### src/rtl/led_pkg.sv
// Shared types for the LED chase sequencer: FSM state encoding and pattern modes.
package led_pkg;

  typedef enum logic [2:0] {
    IDLE  = 3'd0,
    FILL  = 3'd1,
    HOLD  = 3'd2,
    DRAIN = 3'd3,
    DOT   = 3'd4,
    FLUSH = 3'd5,
    DONE  = 3'd6
  } state_t;

  localparam logic [1:0] MODE_FILL = 2'd0;
  localparam logic [1:0] MODE_LOOP = 2'd1;
  localparam logic [1:0] MODE_DOT  = 2'd2;
  localparam logic [1:0] MODE_RSVD = 2'd3;

endpackage

### src/rtl/led_tick_gen.sv
// Step-rate prescaler: counts 0..DIV-1 and flags the last count as the step tick.
module led_tick_gen #(
  parameter int DIV = 25_000_000,
  parameter int CW  = $clog2(DIV)
) (
  input  logic clk,
  input  logic reset,
  input  logic i_clr,
  output logic o_tick
);

  logic [CW-1:0] r_count;
  logic          w_wrap;

  assign w_wrap = (r_count == CW'(DIV - 1));
  assign o_tick = w_wrap;

  // prescaler counter, held at zero while cleared
  always_ff @(posedge clk or posedge reset) begin
    if (reset) begin
      r_count <= '0;
    end else if (i_clr || w_wrap) begin
      r_count <= '0;
    end else begin
      r_count <= r_count + CW'(1);
    end
  end

endmodule

### src/rtl/led_chase_ctrl.sv
// LED chase sequencer: drives serial data and a one-cycle shift strobe into an
// external enable-gated SIPO to produce fill/drain, looping and single-dot patterns.
module led_chase_ctrl
  import led_pkg::*;
#(
  parameter int WIDTH = 8,
  parameter int DIV   = 25_000_000,
  parameter int CW    = $clog2(DIV)
) (
  input  logic                     clk,
  input  logic                     reset,
  input  logic                     i_start,
  input  logic [1:0]               i_mode,
  input  logic                     i_stop,
  input  logic                     i_abort,
  output logic                     o_s_in,
  output logic                     o_shift_en,
  output logic                     o_busy,
  output logic                     o_done,
  output logic [$clog2(WIDTH)-1:0] o_step
);

  localparam int            SW   = $clog2(WIDTH);
  localparam logic [SW-1:0] LAST = SW'(WIDTH - 1);

  state_t        r_state;
  state_t        w_state_nxt;
  logic [SW-1:0] r_step;
  logic [SW-1:0] w_step_nxt;
  logic [1:0]    r_mode_q;
  logic          r_stop_req;
  logic          r_s_in;
  logic          r_shift_en;
  logic          r_busy;
  logic          r_done;

  logic w_tick;
  logic w_clr;
  logic w_accept;
  logic w_abort_hit;
  logic w_last;
  logic w_loop_again;
  logic w_shift_en;
  logic w_s_in;
  logic w_done;

  assign w_clr        = (r_state == IDLE) || (r_state == FLUSH) || (r_state == DONE);
  assign w_accept     = (r_state == IDLE) && i_start && !i_abort;
  // FLUSH ignores a repeated abort so its shift count never restarts
  assign w_abort_hit  = i_abort && (r_state != IDLE) && (r_state != FLUSH);
  assign w_last       = (r_step == LAST);
  assign w_loop_again = (r_mode_q == MODE_LOOP) && !r_stop_req && !i_stop;

  led_tick_gen #(
    .DIV (DIV),
    .CW  (CW)
  ) u_tick (
    .clk    (clk),
    .reset  (reset),
    .i_clr  (w_clr),
    .o_tick (w_tick)
  );

  // state register
  always_ff @(posedge clk or posedge reset) begin
    if (reset) begin
      r_state <= IDLE;
    end else begin
      r_state <= w_state_nxt;
    end
  end

  // next-state logic; abort from any active phase has priority
  always_comb begin
    w_state_nxt = r_state;
    if (w_abort_hit) begin
      w_state_nxt = FLUSH;
    end else begin
      case (r_state)
        IDLE:    w_state_nxt = !w_accept ? IDLE : ((i_mode == MODE_DOT) ? DOT : FILL);
        FILL:    w_state_nxt = (w_tick && w_last) ? HOLD : FILL;
        HOLD:    w_state_nxt = w_tick ? DRAIN : HOLD;
        DRAIN:   w_state_nxt = !(w_tick && w_last) ? DRAIN : (w_loop_again ? FILL : DONE);
        DOT:     w_state_nxt = (w_tick && w_last) ? DONE : DOT;
        FLUSH:   w_state_nxt = w_last ? IDLE : FLUSH;
        DONE:    w_state_nxt = IDLE;
        default: w_state_nxt = IDLE;
      endcase
    end
  end

  // output and step decode; s_in is only ever high alongside a shift
  always_comb begin
    w_shift_en = 1'b0;
    w_s_in     = 1'b0;
    w_done     = 1'b0;
    w_step_nxt = r_step;
    if (w_abort_hit) begin
      w_step_nxt = '0;
    end else begin
      case (r_state)
        FILL, DRAIN: begin
          w_shift_en = w_tick;
          w_s_in     = w_tick && (r_state == FILL);
          w_step_nxt = !w_tick ? r_step : (w_last ? '0 : r_step + SW'(1));
        end
        DOT: begin
          w_shift_en = w_tick;
          w_s_in     = w_tick && (r_step == '0);
          w_step_nxt = !w_tick ? r_step : (w_last ? '0 : r_step + SW'(1));
        end
        FLUSH: begin
          w_shift_en = 1'b1;
          w_step_nxt = w_last ? '0 : r_step + SW'(1);
        end
        DONE: begin
          w_done     = 1'b1;
          w_step_nxt = '0;
        end
        default: begin
          w_step_nxt = '0;
        end
      endcase
    end
  end

  // sequence context and registered outputs
  always_ff @(posedge clk or posedge reset) begin
    if (reset) begin
      r_step     <= '0;
      r_mode_q   <= 2'd0;
      r_stop_req <= 1'b0;
      r_s_in     <= 1'b0;
      r_shift_en <= 1'b0;
      r_busy     <= 1'b0;
      r_done     <= 1'b0;
    end else begin
      r_step     <= w_step_nxt;
      r_mode_q   <= w_accept ? i_mode : r_mode_q;
      if ((r_state == IDLE) || (r_state == FLUSH)) begin
        r_stop_req <= 1'b0;
      end else if (i_stop) begin
        r_stop_req <= 1'b1;
      end else begin
        r_stop_req <= r_stop_req;
      end
      r_s_in     <= w_s_in;
      r_shift_en <= w_shift_en;
      r_busy     <= (r_state != IDLE);
      r_done     <= w_done;
    end
  end

  assign o_s_in     = r_s_in;
  assign o_shift_en = r_shift_en;
  assign o_busy     = r_busy;
  assign o_done     = r_done;
  assign o_step     = r_step;

endmodule
### config.mk
export PLATFORM = sky130hd
export DESIGN_NAME = led_chase_ctrl
export DESIGN_NICKNAME = d
export VERILOG_FILES = /design/src/rtl/led_pkg.sv /design/src/rtl/led_tick_gen.sv /design/src/rtl/led_chase_ctrl.sv
export SDC_FILE = /design/constraint.sdc
export NUM_CORES = 1
export LEC_CHECK = 0
export CAP_MARGIN = 5
export CORE_MARGIN = 1.5
export CORE_UTILIZATION = 52
export DETAILED_ROUTE_END_ITERATION = 7
export PLACE_DENSITY = 0.75
export SYNTH_ARGS = -nofsm -noshare
export SYNTH_HDL_FRONTEND = slang
export SYNTH_SLANG_ARGS = --single-unit
### constraint.sdc
create_clock -name clk -period 1.75 [get_ports clk]
set_input_delay 0.2625 -clock clk [delete_from_list [all_inputs] [get_ports clk]]
set_output_delay 0.2625 -clock clk [all_outputs]
set_load 0.01 [all_outputs]
==> results.toml <==
[outcome]
status = "complete, no violations"

[sta]
min_period_ns = 1.71
setup_ws_ns = 0.0395
min_period_over_period = 0.977
clock_skew_ns = 0.00373
rsz0062_at_grt = "true"
finalSetupViolCount = 0
worst_slew_pin_slew_ns = 0.504
relSlewSlack = 0.664
hold_viol = 0
max_freq_ghz = 0.585
setup_tns_ns = 0
slew_violations = 0

[clock_tree]
cts_buffers = 5
insertion_delay_ns = 0.29
cts_root_buffer = "clkbuf_8"
cts_tree = "done"
cts.clk_slew.worst_paths_ns = 0.07
htreeDepth = 2
cts_sinks = 38
clock_path_buffers = 2

[layout]
final_area_sq_um = 2510
most-common-layout-cells = "dfrtp_1, nor2_1, buf_4"
antenna_cells = 0
fin_nets = 260
layout_commonest_cell = "dfrtp_1"
fin_cells = 298
drive_gt1_frac = 0.200
syn_to_final_growth_pct = 26.4

[synthesis]
avgSynthCellArea_sq_um = 9.69
syn-cell-area_sq_um = 1990
yosysSeqAreaShare = 0.479
ys_types = 39
syn_nets = 216
syn-instance-count = 205
ys_warn_count = 0
ys_ff_latch = 38

[job]
maxCapViolations = 0

[drt]
drtIter0Drc = 96
vias = 1579
dr.pass1.iters = 4
wl_per_cell_um = 14.4
routed_wl_mm = 4.28
via_per_inst = 5.30
ant_nets = 0
drc = 0

[placed_design]
placed_area_sq_um = 2340
placed_cells = 287
io_buffers = 13
pre_cts_ws_ns = -0.0896
hpwl_mm = 2.83
gp_congestion = 0.818

[setup_path]
slowest_stage = "dfrtp_1"
r2r_setup_slack_ns = 0.04
path_class = "reg -> reg"
worstPathRequired_ns = 1.93
cp_cell_sequence = "nor4bb_2 -> nand4_1 -> buf_4 -> nor3_2 -> a31oi_1 -> a31o_1"
cp-end-kind = "register"
worst-endpoint-arrival_ns = 1.89
crit_path_start_kind = "register"
max_stage_delay_ns = 0.40
path_delay_family = "simple AND/OR/NAND/NOR gates"
critPathMaxFanout = 2
path_buf_inv = 1

[floorplan]
die_area_sq_um = 4200
start_util = 0.543
rows = 22
core_area_sq_um = 3660
ios = 14
die_h_um = 64.8
die_x_um = 64.8

[global_route]
antenna_found_initial = 0
grt_pass1_wl_mm = 6.91
grt_max_degree = 39
grt_usage = 0.219
grt_pass1_vias = 1491
grt_overflow_total = 0

[power_and_ir_drop]
peakVddDrop_uv = 535
leakage_nw = 1.15
p_per_area_nw_per_um2 = 1080

[worst_hold_path]
holdCritPathClass = "in -> async"
-- power breakdown --
group | switching [mW] | leakage (nW) | total [mW] | internal, mW
registers | 0.131 | 0.509 | 1.14 | 1.01
clock network | 0.297 | 0.0482 | 0.615 | 0.318
logic | 0.532 | 0.593 | 0.952 | 0.420
total | 0.960 | 1.15 | 2.71 | 1.75
-- what timing repair did --
action | CTS | global route
gates cloned | 0 | 0
setup buffers | 1 | 2
resized for setup | 3 | 7
setup endpoints to repair | 28 | 19
hold buffers | 0 | 0
pin swaps | 2 | 2
-- cells by family (layout without fill, tap and decap cells) --
group,Yosys count,count (layout),share of synthesized area
multiplexers,3,3,0.0151
flip-flops,38,38,0.479
buffers and inverters,11,56,0.0283
AO/OA/AOI/OAI,15,15,0.0485
XOR/XNOR,24,24,0.106
AND/OR/NAND/NOR,110,110,0.298
adder cells (fa/ha/maj),4,4,0.0252
-- final timing paths --
path | endpoint | cells past startpoint | startpoint
max | r_state[1]$_DFF_PP0_ | 6 | u_tick.r_count[10]$_DFF_PP0_
min | u_tick.r_count[3]$_DFF_PP0_ | 3 | reset
max reg2reg | r_state[1]$_DFF_PP0_ | 6 | u_tick.r_count[10]$_DFF_PP0_
min reg2reg | r_mode_q[0]$_DFFE_PP0N_ | 2 | r_mode_q[0]$_DFFE_PP0N_
max in group asynchronous | u_tick.r_count[6]$_DFF_PP0_ | 3 | reset
min in group clk | r_mode_q[0]$_DFFE_PP0N_ | 2 | r_mode_q[0]$_DFFE_PP0N_
-- metal layers --
layer	global-route usage	routed length, um	share of wire
met1	0.322	2130	0.50
met3	0.0521	179	0.042
met5	0	0	0
met4	0.0957	73	0.017
met2	0.308	1900	0.44
-- registers in the layout (all words and copies together), names as in the netlist --
| name | count |
|---|---|
| u_tick.r_count | 25 |
| o_step | 3 |
| r_state | 3 |
| r_mode_q | 2 |
| o_busy | 1 |
| o_done | 1 |
| o_s_in | 1 |
| o_shift_en | 1 |
| r_stop_req | 1 |
-- synth_stat cells, drive strengths merged --
master | n | share of area
dfrtp | 38 | 0.48
nor2 | 31 | 0.059
nand2 | 22 | 0.047
xor2 | 17 | 0.075
nand3 | 13 | 0.033
nand4 | 8 | 0.025
and3 | 7 | 0.022
xnor2 | 7 | 0.031
inv | 6 | 0.011
a21oi | 4 | 0.010
ha | 4 | 0.025
nand2b | 4 | 0.013
nor2b | 4 | 0.013
nor3 | 4 | 0.010
nor4 | 4 | 0.020
clkbuf | 3 | 0.0057
mux2i | 3 | 0.015
nor3b | 3 | 0.011
o21ai | 3 | 0.0076
a31o | 2 | 0.0088
a31oi | 2 | 0.0063
and4 | 2 | 0.010
buf | 2 | 0.011
o22ai | 2 | 0.0063
and2 | 1 | 0.0032
and3b | 1 | 0.0044
nand3b | 1 | 0.0038
nand4bb | 1 | 0.0057
nor4b | 1 | 0.0044
nor4bb | 1 | 0.0050
o2111ai | 1 | 0.0044
o32a | 1 | 0.0050
or3 | 1 | 0.0057
or3b | 1 | 0.0044
-- stage by stage --
| stage | hold WS (ns) | utilization | power [mW] |
|---|---|---|---|
| 2_1_floorplan | 0.368 | - | 1.77 |
| 3_3_place_gp | 0.462 | 0.639 | 2.00 |
| 6_report | 0.386 | 0.686 | 2.71 |
| 5_1_grt | 0.432 | 0.686 | 2.90 |
| 4_1_cts | 0.398 | 0.672 | 2.67 |
| 3_5_place_dp | 0.487 | 0.639 | 2.02 |
-- cell type report --
type / count / area, sq um
clock buffers: 7 / 86.3
clock inverters: 1 / 5.00
fillers: 286 / 1150
inverters: 6 / 22.5
multi-input cells: 156 / 1040
flip-flops and latches: 38 / 951
well taps: 48 / 60.1
repair buffers: 42 / 348
-- worst min-delay path, cell delays in order --
cell and delay [ns]:
clkdlybuf4s50_1 0.40, inv_1 0.05, buf_4 0.40
Power figures use the tool's default switching activity.
